File: src/rtl/riscv_pipe_pkg.sv
// riscv_pipe_pkg: shared pipeline slot type and forwarding-select sizing helpers.
package riscv_pipe_pkg;
    localparam int DEF_REG_ADDR_W = 5;
    // Slot tags are stored at a fixed maximum width; narrower register indices are zero-extended.
    localparam int MAX_REG_ADDR_W = 8;

    typedef struct packed {
        logic                      valid;
        logic [MAX_REG_ADDR_W-1:0] rd;
        logic                      regwrite;
        logic                      memread;
    } slot_t;

    function automatic int FWD_SEL_W(input int stages);
        return $clog2(stages + 1);
    endfunction
endpackage

File: src/rtl/fwd_prio_match.sv
// fwd_prio_match: priority encoder picking the youngest matching forwarding slot for one operand.
module fwd_prio_match #(
    parameter int FWD_STAGES = 2,
    parameter int SEL_W      = 2
) (
    input  logic [FWD_STAGES-1:0] hit,
    output logic [SEL_W-1:0]      sel
);
    // Walk oldest to youngest so the lowest slot index is assigned last and wins.
    always_comb begin
        sel = '0;
        for (int k = FWD_STAGES; k >= 1; k--)
            if (hit[k-1]) sel = SEL_W'(k);
    end
endmodule

File: src/rtl/fwd_hazard_ctrl.sv
// fwd_hazard_ctrl: in-flight destination tag pipeline, EX operand forward selects and load-use ID stall.
module fwd_hazard_ctrl import riscv_pipe_pkg::*; #(
    parameter int REG_ADDR_W = DEF_REG_ADDR_W,
    parameter int NUM_SRC    = 2,
    parameter int FWD_STAGES = 2,
    parameter int LOAD_LAT   = 1,
    parameter int SEL_W      = FWD_SEL_W(FWD_STAGES)
) (
    input  logic                          clk,
    input  logic                          rst_n,
    input  logic                          id_valid,
    input  logic [NUM_SRC*REG_ADDR_W-1:0] id_rs,
    input  logic [NUM_SRC-1:0]            id_rs_used,
    input  logic [REG_ADDR_W-1:0]         id_rd,
    input  logic                          id_regwrite,
    input  logic                          id_memread,
    input  logic                          ex_flush,
    output logic                          stall_id,
    output logic                          ex_valid,
    output logic [NUM_SRC*SEL_W-1:0]      fwd_sel,
    output logic [31:0]                   stall_cycles
);
    typedef logic [MAX_REG_ADDR_W-1:0] tag_t;

    slot_t                              slots [FWD_STAGES+1];
    logic [NUM_SRC*REG_ADDR_W-1:0]      exRs;
    logic [NUM_SRC-1:0]                 exRsUsed;
    logic                               loadUse;
    logic [NUM_SRC-1:0][FWD_STAGES-1:0] hit;

    if (FWD_STAGES < LOAD_LAT + 1) begin : gBadStages
        $error("fwd_hazard_ctrl: FWD_STAGES must be >= LOAD_LAT+1");
    end
    if (REG_ADDR_W > MAX_REG_ADDR_W) begin : gBadWidth
        $error("fwd_hazard_ctrl: REG_ADDR_W exceeds MAX_REG_ADDR_W");
    end

    function automatic tag_t srcTag(input logic [NUM_SRC*REG_ADDR_W-1:0] rs, input int i);
        return tag_t'(rs[i*REG_ADDR_W +: REG_ADDR_W]);
    endfunction

    always_comb begin
        loadUse = 1'b0;
        for (int i = 0; i < NUM_SRC; i++)
            for (int j = 0; j < LOAD_LAT; j++)
                if (id_rs_used[i] && srcTag(id_rs, i) != '0 && slots[j].valid &&
                    slots[j].memread && slots[j].rd == srcTag(id_rs, i))
                    loadUse = 1'b1;
    end

    assign stall_id = id_valid & ~ex_flush & loadUse;
    assign ex_valid = slots[0].valid;

    // Loads still inside their latency window are never forwardable.
    always_comb begin
        hit = '0;
        for (int i = 0; i < NUM_SRC; i++)
            for (int k = 1; k <= FWD_STAGES; k++)
                hit[i][k-1] = slots[0].valid && exRsUsed[i] && slots[k].valid && slots[k].regwrite &&
                              slots[k].rd != '0 && slots[k].rd == srcTag(exRs, i) &&
                              !(slots[k].memread && k <= LOAD_LAT);
    end

    for (genvar i = 0; i < NUM_SRC; i++) begin : g
        fwd_prio_match #(.FWD_STAGES(FWD_STAGES), .SEL_W(SEL_W)) uMatch (
            .hit(hit[i]),
            .sel(fwd_sel[i*SEL_W +: SEL_W])
        );
    end

    always_ff @(posedge clk or negedge rst_n) begin
        if (!rst_n) begin
            for (int k = 0; k <= FWD_STAGES; k++) slots[k] <= '0;
            exRs         <= '0;
            exRsUsed     <= '0;
            stall_cycles <= '0;
        end else begin
            slots[0] <= '{valid: id_valid & ~ex_flush & ~stall_id, rd: tag_t'(id_rd),
                          regwrite: id_regwrite, memread: id_memread};
            for (int k = 1; k <= FWD_STAGES; k++) slots[k] <= slots[k-1];
            exRs     <= id_rs;
            exRsUsed <= id_rs_used;
            if (stall_id && stall_cycles != 32'hFFFF_FFFF) stall_cycles <= stall_cycles + 32'd1;
        end
    end
endmodule

File: config.mk
export PLATFORM = sky130hd
export DESIGN_NAME = fwd_hazard_ctrl
export DESIGN_NICKNAME = d
export VERILOG_FILES = /design/src/rtl/riscv_pipe_pkg.sv /design/src/rtl/fwd_prio_match.sv /design/src/rtl/fwd_hazard_ctrl.sv
export SDC_FILE = /design/constraint.sdc
export NUM_CORES = 1
export LEC_CHECK = 0
export ABC_AREA = 1
export CORE_ASPECT_RATIO = 0.5
export CORE_MARGIN = 4
export CORE_UTILIZATION = 44
export CTS_CLUSTER_SIZE = 20
export DETAILED_ROUTE_END_ITERATION = 8
export PLACE_DENSITY = 0.68
export SYNTH_ARGS = -nofsm -noshare
export SYNTH_HDL_FRONTEND = slang
export SYNTH_SLANG_ARGS = --single-unit
File: constraint.sdc
create_clock -name clk -period 2.3 [get_ports clk]
set_input_delay 0.23 -clock clk [delete_from_list [all_inputs] [get_ports clk]]
set_output_delay 0.23 -clock clk [all_outputs]
set_load 0.01 [all_outputs]
==> run metrics <==
clk buf depth=2; # Post-CTS Setup Buffers=0; worst min-delay path category=primary input to async pin; count of max-cap constraint violations=0; cell chain of the critical path=nand2_1 > nor3_1 > nand4_1 > nor2_1 > clkdlybuf4s50_1; gr usage total=20.4%; maximum clock rate=469 MHz; GRT overflow=0; predominant post-synthesis flop cell=dfrtp_1; Final Critical Period=2130 ps; routed vias=3484; fin crit share=92.8%; Final HPWL DP=7200 um; CP Capture Type=primary output; Final setup viols=0; Slew Limit Headroom=43.9%; depth of the most critical reg-to-reg path=10; H-tree depth=3; Final Skew=5.36 ps; synth unique cells=28; Worst path depth=5; Initial Util=45.9%; die height=73.2 um; DR vias/cell=5.02; clk_lat worst skew=330 ps; die area=10100 sq um; min setup slack post-route=166 ps; Slew Limit Fails=0; Power Density=637 nW/um^2; cts bufs inserted=9; Yosys Warn Count=0; number of port buffers=60; CTS root buf=clkbuf_16; Synthesized Nets=533; Fill cells=746; synthesis-to-layout area growth=29.8%; core area=8140 sq um; Die Wd=138 um; GPL Wtd Cong=0.905; IO Pins=61; most frequent cells in the layout=nand2_1 (205), dfrtp_1 (66), nor2_1 (64); status=completed; CTS clk-pin slew, worst paths=60 ps; Worst Path Buf+Inv=1; worst-path fanout max=6; pre-CTS setup slack=61.4 ps; sequential area share after synthesis=44.8%; slowest stage delay, CP=570 ps; Pre-antenna DRT Iters=4; slowest CP cell=clkdlybuf4s50_1; Wirelength per Cell=14.2 um; commonest non-fill, non-tap cell in the layout=nand2_1; CTS tree=built; # clock sinks=67; RSZ-0062 raised after global routing=false; vias in the first global route=3327; worst vdd rail ir drop=0.365 mV; Tightest Pin Transition=841 ps; #FFs+latches synth=67; final hold vios=0; Routed WL=9830 um; leak pwr=2.29 nW; Cells after Synth=509; mapped cell area=3740 sq um; Rows=23; Initial DRC Count=224; global-route wire length before repair=16400 um; layout cell share with drive strength beyond 1=6.87%; asr flop ratio synth=100%; Residual DRC=0; kind of critical path=flip-flop to primary output; crit-path leading delay family=simple AND/OR/NAND/NOR gates; Detail Route Antenna Nets=0; Req. time, crit path=2070 ps; synthesized area per cell=7.35 sq um; final core utilization=59.6%; EDFF count, synth=0; n_diodes=0; Final Net Count=602; antenna violations before repair=0; largest net degree at the start of global routing=68; critical path launch point type=flip-flop; CP Data Arrival Time=1900 ps
logic make-up after synthesis:
family	share of synthesized area, %
simple gates	40.7
flops	44.8
buf+inv	6.12
xor+xnor	5.38
compound gates	2.61
fa+ha+maj	0.334
where the power goes:
part / switching [W] / internal (W) / total, W
logic: 0.0000879 / 0.0000733 / 0.000161
clock network: 0.000517 / 0.00117 / 0.00168
registers: 0.0000337 / 0.00121 / 0.00125
total: 0.000638 / 0.00245 / 0.00309
cell type report:
class,instances,area [sq um],area share (%)
clock buffers,9,225,4.64
flip-flops and latches,67,1680,34.6
well taps,112,140,2.89
repair buffers,70,678,14.0
clock inverters,6,138,2.83
inverters,41,154,3.17
multi-input cells,389,1840,38.0
state kept, by name (all words and copies together) (netlist names):
| name | cells |
|---|---|
| ex_valid | 1 |
| stall_cycles | 32 |
| exRs | 10 |
| exRsUsed | 2 |
| slots | 22 |
metrics by stage:
step	total power, W	area [sq um]	hold WS (ps)	std cells	setup TNS [ps]
3_3_place_gp	0.00143	4480	333	679	-8.80
6_report	0.00309	4860	85.9	694	0
4_1_cts	0.00314	4840	124	694	0
2_1_floorplan	0.00133	3740	-65.6	509	0
3_5_place_dp	0.00143	4480	360	679	0
5_1_grt	0.00320	4860	178	694	0
timing repair:
item                                   4_1_cts  5_1_grt
setup endpoints to repair                    2        3
hold buffers                                 0        0
endpoints found under the hold margin        0        0
resized for setup                            1        5
layer usage:
metal / part of all wire (%) / track usage [%] / vias up
met4: 0.59 / 5.04 / 0
met2: 46 / 33.4 / 86
li1: - / - / 1769
met1: 47 / 27.5 / 1623
met3: 5.6 / 5.24 / 6
met5: 0 / 0 / -
worst reg2reg max path, cell delays in order, from the launching register on:
cell	delay, ps
dfrtp_1	490
ha_1	300
nand3_2	170
inv_2	150
nand2_4	80
nor2_4	120
nand2_2	80
nand3_2	90
buf_4	230
nand2_1	80
nand2_1	70
synthesized netlist by cell type, types with 6 or more instances:
master | n | share of area (%)
o21ai_0 | 6 | 0.80
nand3_1 | 12 | 1.6
nor3_1 | 7 | 0.94
nand4_1 | 36 | 6.0
dfrtp_1 | 67 | 45
xor2_1 | 9 | 2.1
nand3b_1 | 14 | 2.8
buf_2 | 6 | 0.80
nor2_1 | 65 | 6.5
nand2_1 | 205 | 21
xnor2_1 | 14 | 3.3
inv_1 | 40 | 4.0
path summary, 6_finish.rpt:
path	end	startpoint	slack (ps)
setup / recovery	fwd_sel[0]	ex_valid	170
hold / removal	stall_cycles[8]	rst_n	90
setup reg to reg	stall_cycles[24]	stall_cycles[0]	380
hold reg to reg	slots[10]	slots[21]	370
max in group asynchronous	ex_valid	rst_n	1620
min in group clk	slots[26]	id_rd[2]	340
No activity file was read; power rests on OpenSTA's default activity.
